`src/rtl/alu_mult_seq.sv`:
```
// Shift-add multiplier controller for mult/multu. It drives the shared alu32
// as its adder for 32 iterations, then holds the 64-bit product in hi/lo.
module alu_mult_seq #(
    parameter int         WIDTH   = 32,
    parameter logic [2:0] ADD_GIN = 3'b010
) (
    input  logic             clk,
    input  logic             reset,
    input  logic             start,
    input  logic             is_signed,
    input  logic [WIDTH-1:0] op_a,
    input  logic [WIDTH-1:0] op_b,
    output logic [WIDTH-1:0] alu_a,
    output logic [WIDTH-1:0] alu_b,
    output logic [2:0]       alu_gin,
    input  logic [WIDTH-1:0] alu_result,
    output logic             busy,
    output logic             done,
    output logic [WIDTH-1:0] hi,
    output logic [WIDTH-1:0] lo
);

    localparam int             CW   = $clog2(WIDTH);
    localparam logic [CW-1:0]  LAST = CW'(WIDTH - 1);

    typedef enum logic [1:0] {S_IDLE, S_ITER, S_FIX, S_DONE} state_t;

    state_t             r_state, w_next;
    logic [WIDTH-1:0]   r_hi, r_lo, r_mcand;
    logic [CW-1:0]      r_count;
    logic               r_neg;

    logic [WIDTH-1:0]   w_abs_a, w_abs_b;
    logic               w_carry;
    logic [2*WIDTH-1:0] w_negated;

    // 0x80000000 negates to itself, which reads correctly as an unsigned magnitude.
    assign w_abs_a   = op_a[WIDTH-1] ? (~op_a + {{(WIDTH-1){1'b0}}, 1'b1}) : op_a;
    assign w_abs_b   = op_b[WIDTH-1] ? (~op_b + {{(WIDTH-1){1'b0}}, 1'b1}) : op_b;
    assign w_carry   = (alu_result < r_hi);
    assign w_negated = ~{r_hi, r_lo} + {{(2*WIDTH-1){1'b0}}, 1'b1};

    always_ff @(posedge clk or posedge reset) begin
        if (reset) r_state <= S_IDLE;
        else       r_state <= w_next;
    end

    always_comb begin
        w_next = r_state;
        case (r_state)
            S_IDLE: if (start) w_next = S_ITER;
            S_ITER: if (r_count == LAST) w_next = r_neg ? S_FIX : S_DONE;
            S_FIX:  w_next = S_DONE;
            S_DONE: w_next = S_IDLE;
            default: w_next = S_IDLE;
        endcase
    end

    always_ff @(posedge clk or posedge reset) begin
        if (reset) begin
            r_hi    <= '0;
            r_lo    <= '0;
            r_mcand <= '0;
            r_count <= '0;
            r_neg   <= 1'b0;
        end else begin
            case (r_state)
                S_IDLE: if (start) begin
                    r_mcand <= is_signed ? w_abs_a : op_a;
                    r_lo    <= is_signed ? w_abs_b : op_b;
                    r_hi    <= '0;
                    r_count <= '0;
                    r_neg   <= is_signed & (op_a[WIDTH-1] ^ op_b[WIDTH-1]);
                end
                // The ALU sum drops its carry; recover it with a local compare.
                S_ITER: begin
                    r_hi    <= {w_carry, alu_result[WIDTH-1:1]};
                    r_lo    <= {alu_result[0], r_lo[WIDTH-1:1]};
                    r_count <= r_count + 1'b1;
                end
                S_FIX: {r_hi, r_lo} <= w_negated;
                default: ;
            endcase
        end
    end

    always_comb begin
        alu_a   = '0;
        alu_b   = '0;
        alu_gin = ADD_GIN;
        if (r_state == S_ITER) begin
            alu_a = r_hi;
            alu_b = r_lo[0] ? r_mcand : '0;
        end
    end

    assign busy = (r_state == S_ITER) || (r_state == S_FIX);
    assign done = (r_state == S_DONE);
    assign hi   = r_hi;
    assign lo   = r_lo;

endmodule

```
`config.mk`:
```
export PLATFORM = sky130hd
export DESIGN_NAME = alu_mult_seq
export DESIGN_NICKNAME = d
export VERILOG_FILES = /design/src/rtl/alu_mult_seq.sv
export SDC_FILE = /design/constraint.sdc
export NUM_CORES = 1
export LEC_CHECK = 0
export ABC_AREA = 1
export BUFFER_PORTS_ARGS = -buffer_cell sky130_fd_sc_hd__buf_4
export CORE_ASPECT_RATIO = 0.5
export CORE_MARGIN = 8
export CORE_UTILIZATION = 55
export CTS_BUF_LIST = sky130_fd_sc_hd__clkbuf_16
export DETAILED_ROUTE_END_ITERATION = 12
export GPL_TIMING_DRIVEN = 1
export PLACE_DENSITY = 0.85
export SLEW_MARGIN = 20
export SYNTH_ARGS = -nofsm -noshare
export SYNTH_HDL_FRONTEND = slang
export SYNTH_SLANG_ARGS = --single-unit
```
`constraint.sdc`:
```
create_clock -name clk -period 7.5 [get_ports clk]
set_input_delay 2.25 -clock clk [delete_from_list [all_inputs] [get_ports clk]]
set_output_delay 2.25 -clock clk [all_outputs]
set_load 0.01 [all_outputs]
```
Yosys cells after proc, flatten, opt, wreduce, memory -nomap -nowiden
Index checks and enable logic that the tools add are counted.
{"block": "word_totals", "regBits": 104, "latchBits": 0, "mem_bits_rw": 0, "mem_bits_ro": 0, "in_bits": 100, "out_inout_bits": 133, "mem_count": 0}
{"block": "op_classes", "n_addsub": 4, "multipliers": 0, "div_mod_pow": 0, "magnitude_cmp": 1, "n_eq_ne": 6, "shift": 0, "n_mux": 17, "bitwise": 5, "reduce_logical": 8}
{"operator": "32-bit two-way mux", "count": 9}
{"operator": "32-bit one-hot mux with 3 select lines", "count": 2}
{"operator": "32-bit by 1-bit adder with 32-bit output, second input constant", "count": 2}
{"operator": "64-bit by 1-bit adder with 64-bit output, second input constant", "count": 1}
{"operator": "32-bit inverter", "count": 2}
{"operator": "64-bit inverter", "count": 1}
{"operator": "32-bit less-than comparator", "count": 1}
{"operator": "5-bit one-hot mux with 2 select lines", "count": 1}
{"operator": "2-bit one-hot mux with 4 select lines", "count": 1}
{"operator": "2-bit AND reduction", "count": 4}
{"operator": "5-bit by 1-bit adder with 5-bit output, second input constant", "count": 1}
{"operator": "5-bit equality test, second input constant", "count": 1}
{"operator": "5-bit two-way mux", "count": 1}
{"operator": "2-bit equality test, second input constant", "count": 2}
{"operator": "2-bit two-way mux", "count": 2}
{"operator": "2-bit != test, second input constant", "count": 2}
{"operator": "3-bit nonzero test", "count": 1}
{"operator": "2-bit by 1-bit equality test with 1-bit output, second input constant", "count": 1}
{"operator": "2-bit logical NOT", "count": 1}
{"operator": "2-bit nonzero test", "count": 1}
{"operator": "1-bit bitwise AND", "count": 1}
{"operator": "1-bit logical OR", "count": 1}
{"operator": "1-bit two-way mux", "count": 1}
{"operator": "1-bit bitwise XOR", "count": 1}

Logic depth before layout (Yosys ltp)
Gate-level depths: netlist of run 1.
{"block": "logic_depth", "ltp_word": 6, "ltp_mapped": 15, "depth_no_buf": 15}

Worst setup path before layout of run 1
OpenSTA, ideal clock, no wires.
{"block": "synth_timing", "path_kind": "reg-to-output", "from": "register r_state[1]", "to": "output alu_a[1]", "arrival_time_ns": 1.379, "required_ns": 5.250, "setup_slack_ns": 3.871, "path_stages_with_launch": 7, "path_cell_list": "dfrtp_1 -> inv_1 -> ha_1 -> clkbuf_1 -> clkbuf_1 -> nand2_1 -> inv_1"}
{"block": "synth_via", "elab_chain_len": 2}
{"element": "start: declaration", "line": "28", "source": "state_t r_state, w_next;"}
{"element": "start signal: assignment", "line": "45", "source": "else r_state <= w_next;"}
{"element": "2-bit by 1-bit equality test with 1-bit output", "line": "91", "source": "if (r_state == S_ITER) begin"}
{"element": "32-bit two-way mux", "line": "91"}
{"element": "end: declaration", "line": "13", "source": "output logic [WIDTH-1:0] alu_a,"}
No other way between the ends.

Worst setup path in the final report of run 1
{"block": "layout_timing", "from": "register r_state[1]", "to": "output alu_a[5]"}
The elaborated chain is that of the path after synthesis.

==> results.md, run 1 <==
- Core footprint: 17600 um^2
- Met2 routed WL: between 15000 and 20000 um
- Uppermost layer routed: met4
- DRT met1 WL: 15700 um
- Final min period: 4410 ps
- Die W: 206 um
- DRT antenna net count: 0
- Period utilisation layout: about three fifths
- Syn. warnings: 0
- Post-CTS Hold Fix Bufs: 0
- Worst Setup End Kind: output port
- Post-CTS sizing: 0
- Setup CP Type: reg2out
- Die height: 111 um
- CTS tree: built
- Yosys top cell area share: a little over a quarter
- Hold Path Class: reg2reg
- Rows: 34
- PD cells: 374 nW/um^2
- Gpl congestion: 0.986
- Routed wire length per instance: 17.0 um
- Final core occ: 68.7%
- Yosys cell types: 40
- CTS max path bufs: 2
- RSZ-0062 raised after global routing: no
- Initial Util: a little under three fifths
- #FFs+latches synth: around 100
- Slew Viols, Final: 0
- Max_cap viols: 0
- Vias per cell: between 5 and 6
- Slew margin rel.: about 37%
- Sequential share of the synthesized area: a little over a quarter
- H-tree depth: 3
- Status: finished, final reports clean
- Routed length on met3: roughly 3800 um
- Non-Filler Instances: 2134
- Worst skew pair latency: 370 ps
- Final nets: 2035
- Syn avg cell area: 5.86 um^2
- Die Area: 22900 um^2
- Crit start category: register
- First-pass GRT wire length: 57900 um
- DRC Markers: 0
- Data required, critical path: approximately 5300 ps
- Root Driver: clkbuf_16
- GR Overflow Total: 0
- Worst vdd ir: roughly 0.41 mV
- Layout area overhead: 21.2%
- Tot GR Track Use: between 30 and 40%
- Crit Path Max Fanout: 75
- Post-Synthesis Cell Area: between 9000 and 10000 um^2
- Worst slew pin tran: 941 ps
- Final WL: approximately 36000 um
- # clock sinks: 104
- Area contributors post-synth: dfrtp_1 (26%), nand2_1 (19%), nand3_1 (9.6%)
- Port Buffers: 229
- Pin count of the biggest net entering global routing: between 70 and 80
- Final hold viol count: 0
- DRT iter0 DRCs: approximately 1100
- Reg2reg path depth: 10
- Vias post-DR: 11700
- Placed Instances: about 2100
- Highest clock rate: between 200 and 250 MHz
- Antenna violations before repair: 0
- Io pins: between 200 and 250
- Dpl hpwl: 28100 um
- CTS Buf Count: 9
- Skew final: 9.11 ps
- Final TNS setup: 0 ps
- Drt pass-1 iters: 6
- Fraction of layout cells with a size suffix above 1: 16.0%
- Leakage: roughly 6.2 nW
- Area leader, netlist: dfrtp_1
- Vias in the first global route: 11100
- Final setup vio count: 0
- Post-CTS setup buffers: 0
- N_diodes: 0
- Post-Syn Instances: 1700
- Hold Path Stages: 2
- Clock transition at path regs: 80 ps
- Arrival @ worst endpoint: between 2000 and 2500 ps
flip-flops by register name (all words and copies together) (netlist names):
register  cells
hi           32
lo           32
r_mcand      32
r_count       5
r_state       2
r_neg         1
cell usage in the layout (no fill, tap or decap), drive strengths merged:
cell,n
nor3b,1
o31ai,1
o22ai,1
nor3,11
nor2,281
buf,235
conb,3
o21ai,123
nand2,507
nor4,2
dfrtp,104
a211o,1
clkinvlp,1
nand3,195
ha,40
and3,1
clkbuf,9
a32oi,4
clkinv,5
o211ai,7
a22oi,3
a21oi,82
a31oi,6
o21a,1
nand4,24
nand3b,4
xor2,16
inv,229
xnor2,3
power by group:
| part | total, mW | leakage (nW) | internal (mW) | switching (mW) |
|---|---|---|---|---|
| combinational | 2.89 | 4.74 | 1.00 | 1.89 |
| clock | 0.467 | 0.135 | 0.227 | 0.240 |
| sequential | 1.16 | 1.29 | 0.833 | 0.326 |
cells by family (layout without fill, tap and decap cells):
| group | Yosys count | in the layout | share of synthesized area (%) |
|---|---|---|---|
| compound gates | 229 | 229 | 12.1 |
| xor+xnor | 19 | 19 | 1.67 |
| fa+ha+maj | 40 | 40 | 5.02 |
| buf+inv | 280 | 479 | 11.0 |
| flops | 104 | 104 | 26.1 |
| other cells | 2 | 3 | 0.0754 |
| simple gates | 1026 | 1026 | 44.0 |
through the flow:
| stage | setup WS, ps | power (mW) | area [um^2] | hold WS [ps] |
|---|---|---|---|---|
| 3_5_place_dp | 3140 | 4.00 | 11800 | 471 |
| 2_1_floorplan | 2520 | 2.99 | 9970 | 448 |
| 6_report | 3090 | 4.51 | 12100 | 490 |
| 3_3_place_gp | 3190 | 3.95 | 11800 | 464 |
| 4_1_cts | 2900 | 4.47 | 12100 | 490 |
| 5_1_grt | 2990 | 4.90 | 12100 | 522 |
synthesized netlist by cell type, drive strengths merged:
cell    number
o21a         1
a31oi        6
dfrtp      104
nor4         2
buf         28
o21ai      123
nor3b        1
clkbuf      24
nand2      507
a21oi       82
xor2        16
xnor2        3
and3         1
nand3b       4
nor3        11
clkinv       3
inv        225
ha          40
a211o        1
conb         2
nand4       24
a32oi        4
o22ai        1
nand3      195
o31ai        1
a22oi        3
o211ai       7
nor2       281
layout make-up:
| cell class | count | area [um^2] |
|---|---|---|
| multi-input combinational | 1317 | 6290 |
| timing repair buffer | 235 | 1760 |
| fill | 1665 | 5490 |
| sequential | 104 | 2600 |
| clock inverter | 7 | 46.3 |
| clock buffer | 9 | 225 |
| inverter | 228 | 858 |
| tap | 234 | 293 |
critical path, stage by stage (launching register included):
cell	delay, ps
dfrtp_1	440
inv_1	100
ha_2	220
buf_4	620
nand2_1	120
inv_1	100
buf_4	120
layer usage:
layer | up-vias | GRT usage, %
met5 | - | 0
met4 | 0 | 7.25
met3 | 61 | 7.82
met2 | 590 | 48.9
met1 | 5250 | 41.4
li1 | 5817 | -
final timing paths:
kind	endpoint	slack, ps	start
setup / recovery	alu_a[5]	3090	r_state[1]
hold / removal	r_count[4]	490	r_count[4]
setup reg to reg	lo[12]	3840	r_state[1]
hold reg to reg	r_count[4]	490	r_count[4]
max in group asynchronous	hi[20]	4320	reset
min in group asynchronous	r_mcand[0]	1890	reset
(Power assumes the default switching activity.)
==> run 2, diff against run 1 <==
- clock period: 7.5 -> 4.45 ns (I/O delays scaled with it)
==> run 2 against run 1 <==
  * Core utilization rose by 0.51 points
  * Worst hold slack gained 3.7 ps
  * Combinational power grew 68%
  * Global-route usage shrank 0.30 points
==> results.md, run 2 (synthesis results as in run 1) <==
- Post-CTS Hold Fix Bufs: 0 (unchanged)
- Final min period: around 3400 ps
- Io pins: 233 (unchanged)
- Vias post-DR: 11700 (+0.10%)
- GR Overflow Total: 0 (unchanged)
- Die height: 111 um (unchanged)
- Post-CTS sizing: 0 (unchanged)
- Worst skew pair latency: 370 ps (about the same)
- Leakage: 6.21 nW (+0.73%)
- Final setup vio count: 0 (unchanged)
- N_diodes: 0 (unchanged)
- Filler cells: 1662 (-0.18%)
- Max_cap viols: 0 (unchanged)
- Sequential share of power: 25.3% (-0.4 points)
- CTS max path bufs: 2 (unchanged)
- Layout area overhead: 22.1%
- Final hold viol count: 0 (unchanged)
- DRT iter0 DRCs: 1398 (+28%)
- Rows: 34 (unchanged)
- Commonest non-fill, non-tap cells in the layout: nand2_1 (498), nor2_1 (250), buf_4 (237)
- Dpl hpwl: 28200 um (+0.23%)
- Placed Area: 11800 um^2 (+0.30%)
- CTS tree: built
- Crit start category: register
- Core footprint: 17600 um^2 (unchanged)
- Gpl congestion: 0.987 (+0.14%)
- Fraction of layout cells with a size suffix above 1: 16.2% (+0.24 points)
- Clock Power Share: 11.6% (+1.3 points)
- First-pass GRT wire length: 57200 um (-1.3%)
- Skew final: 9.71 ps (+0.600 ps)
- Highest clock rate: a little under 300 MHz
- Net Sw Frac: 53.2% (-1.1 points)
- Arrival @ worst endpoint: 2090 ps (-70 ps)
- Switching Power: 4.10 mW (+67%)
- Routed wire length per instance: 16.7 um (-1.7%)
- Data required, critical path: 3120 ps (-2130 ps)
- PD cells: 633 nW/um^2 (+69%)
- Final TNS setup: 0 ps (unchanged)
- Pin count of the biggest net entering global routing: 76 (unchanged)
- Final WL: 35700 um (-1.6%)
- Drt pass-1 iters: 6 (unchanged)
- Port Buffers: 229 (unchanged)
- Multi-input logic area: 6290 um^2 (unchanged)
- Vias in the first global route: 10900 (-1.8%)
- Root Driver: clkbuf_16
- # clock sinks: 104 (unchanged)
- Die Area: 22900 um^2 (unchanged)
- Final worst slack: 1020 ps (-2070 ps)
- Initial Util: 56.7% (unchanged)
- Die W: 206 um (unchanged)
- Most common cell after layout, fill and taps aside: nand2_1
- Slew Viols, Final: 0 (unchanged)
- Antenna violations before repair: 0 (unchanged)
- Tot GR Track Use: 30.5% (-0.30 points)
- Worst vdd ir: 0.351 mV (-14%)
- Internal power: 3.60 mW (+75%)
- DRT antenna net count: 0 (unchanged)
- H-tree depth: 3 (unchanged)
- Design Area, Final: 12200 um^2 (+0.74%)
- RSZ-0062 raised after global routing: no
- Post-CTS setup buffers: 0 (unchanged)
- Slew margin rel.: 42.2% (+4.9 points)
- Hold Path Class: reg2reg
- Vias per cell: 5.49 (about the same)
- Clock transition at path regs: 80 ps (about the same)
- Worst slew pin tran: 866 ps (-75.0 ps)
- Worst Setup End Kind: output port
- Placed Instances: 2121 (+0.14%)
- Pre-CTS setup slack: 1350 ps (-1790 ps)
- Register area: 2600 um^2 (unchanged)
- Final core occ: 69.2% (+0.51 points)
- Period utilisation layout: approximately 77%
- Final nets: 2038 (+0.15%)
- Logic pwr share: 63.1% (-0.9 points)
- DRC Markers: 0 (unchanged)
- Non-Filler Instances: 2137 (+0.14%)
- Crit Path Max Fanout: 75 (unchanged)
- CTS Buf Count: 9 (unchanged)
- Status: finished, final reports clean
- Setup CP Type: reg2out
==> run 2: changes by cell type in the layout (fill, tap and decap cells not counted), sizes merged <==
cell	change
bufinv	+2
clkinvlp	-1
inv	-1
buf	+3
==> run 2: power groups by stage <==
stage                     sequential (mW)  clock [mW]  combinational (mW)
after global routing                 2.00       0.943                5.44
after global placement               1.93           0                4.74
final                                1.95       0.895                4.86
after floorplan                      1.90           0                3.14
after CTS                            1.93       0.911                4.82
after detailed placement             1.94           0                4.80
==> run 2: final cells by class <==
cell class,instances,area share [%]
multi-input combinational,1317,51.7
sequential,104,21.4
timing repair buffer,238,14.8
inverter,228,7.05
tap,234,2.41
clock buffer,9,1.85
clock inverter,7,0.823
==> run 2: per-layer routing <==
layer	up-vias	global-route usage (%)	wire length [um]
met5	-	0	0
met4	0	7.39	608
met3	51	7.35	3650
met2	558	48.3	15900
met1	5303	41.2	15500
li1	5818	-	-
==> run 2: final timing paths <==
kind	start	endpoint	slack (ps)	depth (start not counted)
worst max-delay path	r_state[1]	alu_a[5]	1020	6
worst min-delay path	r_mcand[2]	r_mcand[2]	490	2
worst max register to register	r_state[1]	lo[20]	1430	9
worst min register to register	r_mcand[2]	r_mcand[2]	490	2
max in group asynchronous	reset	hi[0]	2560	3
min in group asynchronous	reset	r_count[2]	1160	2
==> run 2: per-stage QoR <==
stage               total power, mW  hold WS, ps
floorplan                      5.04          448
CTS                            7.66          494
detailed placement             6.74          471
finish                         7.71          494
global placement               6.68          471
global route                   8.38          514
==> run 2: worst max-delay path, cell delays in order (launching register included) <==
cell,delay [ps]
dfrtp_1,430
inv_1,100
ha_2,180
buf_4,600
nand2_1,120
inv_1,100
buf_4,120
